--- config.mk ---
export PLATFORM = sky130hd
export DESIGN_NAME = seed_sequencer
export DESIGN_NICKNAME = d
export VERILOG_FILES = /design/src/rtl/seed_sequencer.sv
export SDC_FILE = /design/constraint.sdc
export NUM_CORES = 1
export LEC_CHECK = 0
export ABC_AREA = 1
export CAP_MARGIN = 20
export CORE_UTILIZATION = 45
export CTS_CLUSTER_DIAMETER = 40
export CTS_CLUSTER_SIZE = 16
export DETAILED_ROUTE_END_ITERATION = 6
export GPL_TIMING_DRIVEN = 0
export HOLD_SLACK_MARGIN = 0.12
export MAX_ROUTING_LAYER = met4
export PLACE_DENSITY = 0.81
export SLEW_MARGIN = 20
export SYNTH_ARGS = -nofsm -noshare
export SYNTH_HDL_FRONTEND = slang
export SYNTH_SLANG_ARGS = --single-unit
--- constraint.sdc ---
create_clock -name clk -period 3.6 [get_ports clk]
set_input_delay 1.08 -clock clk [delete_from_list [all_inputs] [get_ports clk]]
set_output_delay 1.08 -clock clk [all_outputs]
set_load 0.005 [all_outputs]
--- src/rtl/seed_sequencer.sv ---
// Seed selection and generation pacing for the cellular-automaton playfield.
// Define SEED_LOAD_EN to enable capturing an external seed through load/inputSeed.
module seed_sequencer #(
  parameter int          WIDTH        = 64,
  parameter logic [63:0] DEFAULT_SEED = 64'h0412_6424_0034_3CA8,
  parameter logic [63:0] TAPS         = 64'hD800_0000_0000_0000,
  parameter int          TICK_PERIOD  = 4,
  parameter int          CNT_W        = 16
) (
  input  logic             clk,
  input  logic             reset,
  input  logic             start,
  input  logic             pause,
  input  logic             randomize,
  input  logic             load,
  input  logic [WIDTH-1:0] inputSeed,
  output logic [WIDTH-1:0] outputSeed,
  output logic             seed_valid,
  output logic             playing,
  output logic             tick,
  output logic [CNT_W-1:0] gen_count,
  output logic [1:0]       state_dbg
);

  localparam logic [WIDTH-1:0] DEF_SEED = WIDTH'(DEFAULT_SEED);
  localparam logic [WIDTH-1:0] TAP_MASK = WIDTH'(TAPS);
  localparam int               TC_W     = (TICK_PERIOD > 1) ? $clog2(TICK_PERIOD) : 1;
  localparam logic [TC_W-1:0]  TC_MAX   = TC_W'(TICK_PERIOD - 1);

  typedef enum logic [1:0] {
    S_IDLE  = 2'd0,
    S_RAND  = 2'd1,
    S_PLAY  = 2'd2,
    S_PAUSE = 2'd3
  } state_t;

  state_t           state, state_n;
  logic [WIDTH-1:0] seed, seed_n, seed_pre, lfsr_next, ld_seed;
  logic [TC_W-1:0]  cnt, cnt_n;
  logic [CNT_W-1:0] gen, gen_n;
  logic             load_eff;
  logic             tick_i;
  logic             play_entry;

`ifdef SEED_LOAD_EN
  assign load_eff = load;
  assign ld_seed  = (inputSeed == '0) ? DEF_SEED : inputSeed;
`else
  logic unused_load;
  assign load_eff    = 1'b0;
  assign ld_seed     = DEF_SEED;
  assign unused_load = ^{load, inputSeed};
`endif

  assign lfsr_next = {seed[WIDTH-2:0], ^(seed & TAP_MASK)};

  // Handshake-free level inputs: every input is a level sampled on the rising
  // edge; priority is randomize > load > pause > start in every state.
  always_comb begin
    state_n  = state;
    seed_pre = seed;
    case (state)
      S_IDLE: begin
        if (randomize)     state_n = S_RAND;
        else if (load_eff) seed_pre = ld_seed;
        else if (start)    state_n = S_PLAY;
      end
      S_RAND: begin
        seed_pre = lfsr_next;
        if (!randomize && load_eff) begin
          state_n  = S_IDLE;
          seed_pre = ld_seed;
        end else if (!randomize && start) begin
          state_n = S_PLAY;
        end
      end
      S_PLAY: begin
        if (randomize) state_n = S_RAND;
        else if (load_eff) begin
          state_n  = S_IDLE;
          seed_pre = ld_seed;
        end else if (pause) state_n = S_PAUSE;
      end
      S_PAUSE: begin
        if (randomize) state_n = S_RAND;
        else if (load_eff) begin
          state_n  = S_IDLE;
          seed_pre = ld_seed;
        end else if (start) state_n = S_PLAY;
      end
      default: state_n = S_IDLE;
    endcase
    // An all-zero LFSR would lock up, so zero is never allowed into the register.
    seed_n = (seed_pre == '0) ? DEF_SEED : seed_pre;
  end

  assign tick_i     = (state == S_PLAY) && (cnt == TC_MAX);
  assign play_entry = (state_n == S_PLAY) && ((state == S_IDLE) || (state == S_RAND));

  // Resuming from PAUSE keeps the partial tick count; a fresh start clears it.
  always_comb begin
    cnt_n = cnt;
    gen_n = gen;
    if (play_entry) begin
      cnt_n = '0;
      gen_n = '0;
    end else if (state == S_PLAY) begin
      cnt_n = tick_i ? '0 : cnt + TC_W'(1);
      if (tick_i) gen_n = gen + CNT_W'(1);
    end
  end

  always_ff @(posedge clk or posedge reset) begin
    if (reset) begin
      state <= S_IDLE;
      seed  <= DEF_SEED;
      cnt   <= '0;
      gen   <= '0;
    end else begin
      state <= state_n;
      seed  <= seed_n;
      cnt   <= cnt_n;
      gen   <= gen_n;
    end
  end

  assign outputSeed = seed;
  assign seed_valid = (state != S_RAND);
  assign playing    = (state == S_PLAY);
  assign tick       = tick_i;
  assign gen_count  = gen;
  assign state_dbg  = state;

endmodule

==> metrics.txt <==
sequential share of power 34.6%; initial antenna violation count 0; endpoint required time on the critical path 2.52 ns; number of hold violations in the final report 0; maximum number of pins on one net before global-route repair 60; setup slack of the critical path after layout 0.163 ns; endpoint of the lowest-slack register-to-register path outputSeed[20]$_DFF_PP1_; First-pass DRT Iterations 7; post-route fraction of the period consumed by the critical path 95.5%; Synth Flop Type dfrtp_1; Total Negative Setup Slacks 0 ns; number of enable flip-flop cells after synthesis 0; final critical delay including setup and external delays 3.44 ns; f_max 0.291 GHz; height of the die 98.5 um; buffers from clock root to sink, at most 2; Via-to-Cell Ratio 5.17; chain of cells forming the critical path inv_1 > ha_1 > buf_2 > nand2_1 > inv_1 > clkdlybuf4s50_1; clock edge transition at the registers on the reported setup and hold paths 0.08 ns; worst clock skew on the final layout 0.0162 ns; per-instance average area after synthesis 7.61 sq um; Post-Place Cells 748; overall overflow remaining after global route 0; worst-path fanout max 12; internal power 2670 uW; reg-to-reg critical path startpoint state_dbg[1]$_DFF_PP0_; final hold slack 0.535 ns; worst-path cell with the longest stage delay clkdlybuf4s50_1; worst reg2reg setup slack 1.22 ns; beginning of the worst hold path outputSeed[22]$_DFF_PP0_; r2r worst-path depth 13; H-tree depth reported by CTS 3; sequential-to-total area share from yosys stat 50.7%; Site Rows 34; relative area change from synthesis to final layout 30.1%; worst setup timing slack at the placement stage 0.387 ns; total leakage power 0.00271 uW; Maximum Capacitance Violations 0; WHS Path Cells 2; clk root buf clkbuf_8; effective utilization at floorplan 47.3%; worst hold path endpoint outputSeed[22]$_DFF_PP0_; Logic pwr share 49.5%; I/O pin count 155; sw power 1890 uW; Filler cells 795; fraction of synthesized cell area taken by the top area cell type 39.4%; global-route track usage on met1 30.2%; CTS tree done; detailed-placement wirelength estimate 8170 um; number of global-route vias before repair 3893; antenna cells 0; category of the worst setup path launch point flop; number of synthesized register bits 84; Resized Gates After CTS 0; Worst VDD drop 376 uV; pin slew with the least headroom to its limit 0.590 ns; CTS buffer count 9; global placement routability congestion 0.879; Clk network pwr share 15.9%; number of max-slew violations in the final report 0; number of remaining DRC errors 6; Hold Path Class flop to flop; Mapped Area 4190 sq um; clock sink count 84; final net count 725; die footprint 9700 sq um; most frequent cell after synthesis nand2_1; nets in the synthesized netlist 625; core area 8850 sq um; DRC marker count from the first detailed-route iteration 206; Global Route Usage Sum 25.7%; clock latency of the later-clocked register in the worst-skew pair 0.37 ns; worst endpoint data arrival time 2.36 ns; global-route wire length before repair 18900 um; cell count after synthesis 550; critical path class flop to output port; number of port buffers 89; post-synthesis cell type count 26; most numerous cell types in the synthesized netlist 208 x nand2_1, 77 x inv_1, 66 x dfrtp_1; run status complete, but fails checks; Sw Ratio 41.4%; Pwr Density 838 nW/um^2; antenna viol nets, final 0; number of buffers inserted to repair setup after CTS 0; area leader, netlist dfrtp_1; crit end category output port; die span in x 98.5 um; slowest stage delay, CP 0.60 ns; share of layout cells above drive strength 1 8.40%; cell mode on critical path inv_1; Routed WL 11500 um; Finished Core Util 61.6%; biggest area contributors in the synthesized netlist dfrtp_1 39%, nand2_1 19%, dfstp_2 11%, inv_1 6.9%, nor2_1 5.0%; fraction of met2 tracks used by global routing 43.8%; global-route track usage on met3 4.18%; failing checks DRC; count of yosys warnings during synthesis 0; WL per Instance 15.1 um; setup repair after global routing missed its margin false; final count of negative-setup-slack endpoints 0; Via Count 3942; non-filler cells, final 763; normalized max-slew margin 60.7%; gr busiest metal met2; proportion of register bits with asynchronous set or reset after synthesis 100%
==> critical path: cells and delay by family (launching register included) <==
| family | cells | cell delay, ns |
|---|---|---|
| adder cells (fa/ha/maj) | 1 | 0.17 |
| buffers and inverters | 4 | 1.24 |
| AND/OR/NAND/NOR | 1 | 0.15 |
| flip-flops | 1 | 0.43 |
==> logic make-up after synthesis <==
group                    after synthesis  synth area share (%)
AND/OR/NAND/NOR                      311                  29.8
buffers and inverters                 97                  10.0
XOR/XNOR                              14                  2.93
adder cells (fa/ha/maj)                5                  1.49
AO/OA/AOI/OAI                         38                  4.84
flip-flops                            84                  50.7
multiplexers                           1                 0.239
==> metal layers <==
layer	up-vias	share of wire, %
li1	1885	-
met1	1850	40
met2	179	50
met3	28	7.4
met4	0	2.8
met5	-	0
==> what timing repair did <==
item / in CTS / in global routing
hold buffers: 0 / 0
endpoints found under the setup margin: 1 / 0
endpoints found under the hold margin: 0 / 0
==> sequential cells by signal, indices dropped and copies added (netlist names) <==
name / count
cnt: 2
gen_count: 16
outputSeed: 64
state_dbg: 2
==> how the worst max path moves through the flow <==
| stage | from | slack, ns | depth (start not counted) | endpoint |
|---|---|---|---|---|
| 5_1_grt | state_dbg[0]$_DFF_PP0_ | 0.04 | 6 | tick |
| 3_5_place_dp | state_dbg[0]$_DFF_PP0_ | 0.39 | 7 | tick |
| 4_1_cts | state_dbg[0]$_DFF_PP0_ | 0.17 | 6 | tick |
| 2_1_floorplan | reset | 0.38 | 1 | cnt[0]$_DFFE_PP0P_ |
| 3_3_place_gp | reset | -0.97 | 2 | outputSeed[40]$_DFF_PP0_ |
| 6_report | state_dbg[0]$_DFF_PP0_ | 0.16 | 6 | tick |
==> stage by stage <==
step	power, uW	cell area (sq um)
finish	4560	5450
global route	4880	5450
CTS	4550	5450
detailed placement	3820	5240
global placement	3730	5210
floorplan	2770	4190
==> area by class of cell <==
type                            count  area (sq um)  share of cell area, %
Buffer                             18           123                   2.25
Tap cell                          108           135                   2.48
Clock buffer                       10           138                   2.53
Sequential cell                    84          2120                   39.0
Timing Repair Buffer               90           918                   16.9
Multi-Input combinational cell    369          1640                   30.2
Clock inverter                      6          70.1                   1.29
Inverter                           78           295                   5.42
==> power by group through the flow <==
stage	Sequential (uW)	Combinational, uW	Clock, uW
6_report	1580	2260	724
5_1_grt	1620	2510	760
4_1_cts	1580	2250	723
3_5_place_dp	1590	2230	0
3_3_place_gp	1580	2150	0
2_1_floorplan	1560	1210	0
==> layout by cell type (no fill, tap or decap), drive strengths merged <==
cell / synthesis / layout
nand4: 12 / 12
bufinv: 0 / 1
or2: 1 / 1
inv: 78 / 80
dfstp: 18 / 18
a21oi: 4 / 4
nor2: 56 / 56
clkdlybuf4s50: 0 / 89
clkbuf: 2 / 11
o21bai: 1 / 1
dfrtp: 66 / 66
and2: 2 / 2
o211ai: 1 / 1
ha: 5 / 5
xnor2: 4 / 4
mux2i: 1 / 1
xor2: 10 / 10
buf: 17 / 18
nand3: 24 / 24
clkinvlp: 0 / 3
o21a: 3 / 3
nor3: 7 / 7
nand2: 209 / 209
o21ai: 29 / 29
Note: power is estimated with default switching activity, not from simulation.
